--- src/rtl/trail_collision_reader.sv ---
// rtl/trail_collision_reader.sv - per-frame look-ahead trail reader raising sticky Blue/Red crash flags
// Optional: define TRAIL_COLLISION_HITADDR_EN to latch the first hit address on hit_addr.
module trail_collision_reader #(
  parameter int          OFFSET      = 20,
  parameter logic [7:0]  MAX_POS     = 8'd223,
  parameter int          ROW_WORDS   = 1280,
  parameter int          PROBE_WORDS = 2,
  parameter logic [15:0] TRAIL_MASK  = 16'h0F0F
) (
  input  logic        Clk,
  input  logic        Reset,
  input  logic        frame_clk,
  input  logic [2:0]  Game_State,
  input  logic [7:0]  Blue_X,
  input  logic [7:0]  Blue_Y,
  input  logic [7:0]  Red_X,
  input  logic [7:0]  Red_Y,
  input  logic [1:0]  Blue_dir,
  input  logic [1:0]  Red_dir,
  output logic        bus_req,
  input  logic        bus_gnt,
  output logic [19:0] rd_addr,
  output logic        rd_en,
  input  logic [15:0] rd_data,
  output logic        collision_blue,
  output logic        collision_red,
  output logic        check_done,
  output logic [19:0] hit_addr
);

  localparam logic [2:0] PLAY = 3'b010;
  localparam int KW = (PROBE_WORDS > 1) ? $clog2(PROBE_WORDS) : 1;
  localparam logic [KW-1:0] K_LAST = KW'(PROBE_WORDS - 1);

  localparam logic [2:0] S_IDLE  = 3'd0;
  localparam logic [2:0] S_CALC  = 3'd1;
  localparam logic [2:0] S_REQ   = 3'd2;
  localparam logic [2:0] S_RD_B  = 3'd3;
  localparam logic [2:0] S_CHK_B = 3'd4;
  localparam logic [2:0] S_RD_R  = 3'd5;
  localparam logic [2:0] S_CHK_R = 3'd6;
  localparam logic [2:0] S_DONE  = 3'd7;

  function automatic logic [17:0] probe(input logic [7:0] x, input logic [7:0] y,
                                        input logic [1:0] dir);
    logic [8:0] px;
    logic [8:0] py;
    px = {1'b0, x};
    py = {1'b0, y};
    case (dir)
      2'b00:   py = py - 9'd1;
      2'b01:   py = py + 9'd1;
      2'b10:   px = px - 9'd1;
      default: px = px + 9'd1;
    endcase
    return {px, py};
  endfunction

  // Bit 8 set means the signed result went negative.
  function automatic logic off_board(input logic [8:0] v);
    return v[8] || (v[7:0] > MAX_POS);
  endfunction

  function automatic logic [19:0] addr_of(input logic [8:0] px, input logic [8:0] py);
    logic [31:0] a;
    a = (32'(px) + 32'(OFFSET)) * 32'd2 + 32'(ROW_WORDS) * (32'(py) + 32'(OFFSET));
    return a[19:0];
  endfunction

  logic [2:0]    st;
  logic [KW-1:0] k;
  logic [2:0]    fsync;
  logic [19:0]   addr_b, addr_r;
  logic          oob_b, oob_r;
  logic [8:0]    bpx, bpy, rpx, rpy;
  logic          b_oob, r_oob, head_on, rise, data_hit, play;

  assign {bpx, bpy} = probe(Blue_X, Blue_Y, Blue_dir);
  assign {rpx, rpy} = probe(Red_X, Red_Y, Red_dir);
  assign b_oob    = off_board(bpx) || off_board(bpy);
  assign r_oob    = off_board(rpx) || off_board(rpy);
  assign head_on  = (bpx == rpx && bpy == rpy) ||
                    (bpx == {1'b0, Red_X} && bpy == {1'b0, Red_Y} &&
                     rpx == {1'b0, Blue_X} && rpy == {1'b0, Blue_Y});
  assign rise     = fsync[1] & ~fsync[2];
  assign data_hit = |(rd_data & TRAIL_MASK);
  assign play     = (Game_State == PLAY);

  assign bus_req    = (st == S_REQ) || (st == S_RD_B) || (st == S_CHK_B) ||
                      (st == S_RD_R) || (st == S_CHK_R);
  assign rd_en      = ((st == S_RD_B) || (st == S_RD_R)) && bus_gnt;
  assign check_done = (st == S_DONE);
  assign rd_addr    = (st == S_RD_B) ? addr_b + 20'(k) :
                      (st == S_RD_R) ? addr_r + 20'(k) : 20'd0;

  always_ff @(posedge Clk or posedge Reset) begin
    if (Reset) begin
      st             <= S_IDLE;
      k              <= '0;
      fsync          <= '0;
      addr_b         <= '0;
      addr_r         <= '0;
      oob_b          <= 1'b0;
      oob_r          <= 1'b0;
      collision_blue <= 1'b0;
      collision_red  <= 1'b0;
    end else begin
      fsync <= {fsync[1:0], frame_clk};
      if (!play) begin
        st             <= S_IDLE;
        k              <= '0;
        collision_blue <= 1'b0;
        collision_red  <= 1'b0;
      end else begin
        case (st)
          S_IDLE: if (rise) st <= S_CALC;
          S_CALC: begin
            addr_b <= addr_of(bpx, bpy);
            addr_r <= addr_of(rpx, rpy);
            oob_b  <= b_oob;
            oob_r  <= r_oob;
            if (b_oob || head_on) collision_blue <= 1'b1;
            if (r_oob || head_on) collision_red  <= 1'b1;
            k  <= '0;
            st <= S_REQ;
          end
          S_REQ: if (bus_gnt) st <= oob_b ? (oob_r ? S_DONE : S_RD_R) : S_RD_B;
          S_RD_B: if (bus_gnt) st <= S_CHK_B;
          S_CHK_B: begin
            if (data_hit) collision_blue <= 1'b1;
            if (k != K_LAST) begin
              k  <= k + KW'(1);
              st <= S_RD_B;
            end else begin
              k  <= '0;
              st <= oob_r ? S_DONE : S_RD_R;
            end
          end
          S_RD_R: if (bus_gnt) st <= S_CHK_R;
          S_CHK_R: begin
            if (data_hit) collision_red <= 1'b1;
            if (k != K_LAST) begin
              k  <= k + KW'(1);
              st <= S_RD_R;
            end else begin
              k  <= '0;
              st <= S_DONE;
            end
          end
          default: st <= S_IDLE;
        endcase
      end
    end
  end

`ifdef TRAIL_COLLISION_HITADDR_EN
  logic [19:0] hit_q;

  // Only the first event after the flags were clear may load the register.
  always_ff @(posedge Clk or posedge Reset) begin
    if (Reset) begin
      hit_q <= '0;
    end else if (!play) begin
      hit_q <= '0;
    end else if (!collision_blue && !collision_red) begin
      if (st == S_CALC) begin
        if (b_oob || head_on) hit_q <= addr_of(bpx, bpy);
        else if (r_oob)       hit_q <= addr_of(rpx, rpy);
      end else if (st == S_CHK_B && data_hit) begin
        hit_q <= addr_b + 20'(k);
      end else if (st == S_CHK_R && data_hit) begin
        hit_q <= addr_r + 20'(k);
      end
    end
  end

  assign hit_addr = hit_q;
`else
  assign hit_addr = 20'd0;
`endif

endmodule

--- config.mk ---
export PLATFORM = sky130hd
export DESIGN_NAME = trail_collision_reader
export DESIGN_NICKNAME = d
export VERILOG_FILES = /design/src/rtl/trail_collision_reader.sv
export SDC_FILE = /design/constraint.sdc
export NUM_CORES = 1
export LEC_CHECK = 0
export ABC_CLOCK_PERIOD_IN_PS = 2400
export CAP_MARGIN = 25
export CORE_MARGIN = 2
export CORE_UTILIZATION = 50
export DETAILED_ROUTE_END_ITERATION = 8
export GPL_TIMING_DRIVEN = 0
export HOLD_SLACK_MARGIN = 0.12
export PLACE_DENSITY = 0.75
export SYNTH_ARGS = -nofsm -noshare
export SYNTH_HDL_FRONTEND = slang
export SYNTH_SLANG_ARGS = --single-unit
--- constraint.sdc ---
create_clock -name Clk -period 2.4 [get_ports Clk]
set_clock_uncertainty 0.15 [all_clocks]
set_input_delay 0.36 -clock Clk [delete_from_list [all_inputs] [get_ports Clk]]
set_output_delay 0.36 -clock Clk [all_outputs]
set_load 0.01 [all_outputs]
==> results.toml <==
[outcome]
status = "finished with violations"
violations = "setup timing"

[drt]
wl_met1_um = 10100
remaining_drc_errors = 0
drtPass1Iterations = 5
topRoutingLayerUsed = "met5"
antenna_left = 0
wl_met3_um = 1390
viasPerCell = 6.09
wl_per_cell_um = 20.1
vias = 7556
drt-initial-drc-count = 657
finalWirelength_um = 25000
met2_length_um = 12200

[critical_path]
slowest_stage = "or3_4"
crit_type = "input pin to flip-flop"
endpoint_kind = "flip-flop"
crit_fanout = 7
critical_path.max_stage_delay_ns = 0.41
critPathArrivalTime_ns = 4.77
start_kind = "input pin"
cp_cell_sequence = "buf_12, inv_16, clkbuf_16, nand2_8, ha_4, a211oi_4, buf_4, o211a_1, or3_4, nand2b_4, buf_12, nor3_4, nor2_1, xnor2_1, ha_1, nor3_1, o2111ai_2, o211ai_1, xnor2_2, mux2i_1, nor2_1, a211oi_2, xor2_1, o21ai_1"
required_ns = 2.42

[clock_network]
cts_inserted_buffers = 5
tritoncts = "yes"
cts_buffer_depth = 2
clk_transition_reported_paths_ns = 0.06
clk_latency_ns = 0.29
cts_sinks = 49
htreeDepth = 2
cts_root_buf = "clkbuf_16"

[placed_design]
post-place-ws_ns = -3.61
gp_congestion = 0.929
placed_cells = 1110
hpwl_um = 15500
portBuffers = 74

[timing]
hold_violations = 0
finalCriticalPeriod_ns = 4.75
post-route-period-util_pct = 198
tightest_slew_ns = 0.718
rsz0062_at_grt = "yes"
relSlewSlack_pct = 51.5
fmax_mhz = 211
drv_slew = 0
setup_viol = 35
setup_ws_ns = -2.35

[floorplanning]
initial_utilization_pct = 50.5
die_w_um = 122
ios = 104
die_h_um = 122
dieArea_um2 = 14800
core_area_um2 = 13700
num_rows = 43

[global_route]
grt_start_max_net_pins = 45
grt.total_usage_pct = 29.5
grt_pass1_vias = 6876
grt_pass1_wl_um = 34800
grt_overflow_total = 0
antenna_found_initial = 1

[logic_synthesis]
synth.yosys.warnings = 0
async_reset_ff_share_pct = 100
synth_cell_types = 86
ys_ff_latch = 49
ys.flop_type = "dfrtp_1"
synth_cells = 836
synth-seq-area-share_pct = 17.7
synth.cell_area_um2 = 6930
synth_edf_count = 0
syn_avg_cell_area_um2 = 8.29

[job]
cap_violations = 0

[final_layout]
antenna_cells = 0
fin_nets = 1197
fin_cells = 1241
area_delta_synth_final_pct = 61.6
nFillCells = 803
drive_gt1_share_pct = 41.3

[power]
irDropWorstVdd_v = 0.000350
leakage_uw = 0.00482
combPwrFrac_pct = 74.5
clkPwrFrac_pct = 11.2
p_per_area_nw_per_um2 = 660
netSwitchingFraction_pct = 43.1
power.total_uw = 7400
power.internal_uw = 4210
power.share.sequential_pct = 14.3
p_switching_uw = 3190

[worst_hold_path]
min_path_type = "input pin to asynchronous set/reset pin"
[cell families after synthesis]
group	share of synthesized area (%)
compound gates	23.5
xor+xnor	14.7
fa+ha+maj	15.1
buf+inv	6.48
flops	17.7
mux	2.72
other cells	0.0541
simple gates	19.7
[state kept, by name, summed over array words and instances, names as in the netlist]
signal and cells:
collision_red 1, addr_r 19, collision_blue 1, k 1, oob_b 1, fsync 3
st 3, addr_b 19, oob_r 1
[cell usage after synthesis, types with 10 or more instances]
cell	n	share of area (%)
mux2i_1	11	1.6
a211oi_1	13	1.4
dfrtp_1	49	18
clkbuf_1	16	0.87
a21oi_1	37	2.7
nand4_1	11	0.99
inv_1	29	1.6
a22o_1	19	2.4
nor2_1	62	3.4
nand3_1	19	1.4
o21ai_1	12	0.87
xor2_1	43	5.4
a21o_1	13	1.4
nor2b_1	10	0.90
o21a_1	13	1.4
o21ai_0	57	4.1
buf_4	22	2.4
nor3_1	27	1.9
ha_1	70	13
xnor2_1	63	8.0
nand2_1	67	3.6
[worst max-delay path, delay by kind of cell]
family | cells | cell delay (ns)
xor+xnor | 3 | 0.58
fa+ha+maj | 2 | 0.61
compound gates | 6 | 0.87
buf+inv | 5 | 0.58
mux | 1 | 0.29
simple gates | 7 | 1.47
[metrics by stage]
stage	TNS, ns	instance area (um2)	hold WS (ns)	utilization [%]
floorplan	-37.52	7790	0.181	-
global placement	-92.67	8760	0.185	63.8
detailed placement	-84.87	8780	0.188	64.0
CTS	-38.85	10300	0.134	75.1
global route	-48.09	11200	0.151	81.7
finish	-44.31	11200	0.126	81.7
[power by group through the flow]
stage	clock network (uW)	logic, uW	registers, uW
2_1_floorplan	0	2840	1030
3_3_place_gp	0	3540	1070
3_5_place_dp	0	3600	1080
4_1_cts	819	4400	1060
5_1_grt	856	5850	1080
6_report	825	5510	1060
[area by class of cell]
class / instances / area (um2) / share of cell area (%)
multi-input combinational: 724 / 7160 / 63.9
clock buffer: 6 / 139 / 1.24
clock inverter: 2 / 37.5 / 0.335
tap: 180 / 225 / 2.01
timing repair buffer: 202 / 1860 / 16.6
buffer: 47 / 407 / 3.63
sequential: 49 / 1230 / 11.0
inverter: 31 / 145 / 1.30
[cell usage in the layout, fill, tap and decap left out, drive strengths merged, types with 10 or more instances in the layout]
| cell | count |
|---|---|
| xor2 | 43 |
| buf | 159 |
| o21ai | 70 |
| nor2 | 63 |
| a21o | 13 |
| mux2i | 11 |
| o21a | 13 |
| ha | 70 |
| nand4 | 11 |
| clkdlybuf4s50 | 34 |
| xnor2 | 63 |
| nand2 | 67 |
| o211ai | 10 |
| nor3 | 28 |
| nor2b | 10 |
| a22o | 19 |
| dfrtp | 49 |
| nand3 | 19 |
| conb | 20 |
| inv | 30 |
| a21oi | 37 |
| a211oi | 18 |
| dlygate4sd2 | 23 |
| clkbuf | 24 |
| nor4 | 10 |
[timing repair]
item                                    CTS  global route
pin swaps                                72            97
gates cloned                              0             1
buffers inserted                         76            55
hold buffers                              0             0
resized for setup                       219           108
endpoints found under the setup margin   65            53
[layer usage]
| layer | global-route usage [%] | vias up |
|---|---|---|
| met5 | 0 | - |
| met4 | 9.12 | 2 |
| met3 | 2.48 | 109 |
| met2 | 51.4 | 348 |
| met1 | 38.9 | 3646 |
| li1 | - | 3451 |
[final timing paths]
| kind | startpoint | to | slack [ns] | cells after the start |
|---|---|---|---|---|
| worst min-delay path | Reset | fsync[2] | 0.13 | 2 |
| worst min register to register | fsync[0] | fsync[1] | 0.21 | 0 |
| worst max-delay path | Blue_dir[1] | addr_b[19] | -2.35 | 24 |
| worst max register to register | st[2] | collision_blue | 0.02 | 6 |
| min in group Clk | fsync[0] | fsync[1] | 0.21 | 0 |
| max in group asynchronous | Reset | addr_r[9] | 1.52 | 3 |
No activity file was read; power rests on OpenSTA's default activity.
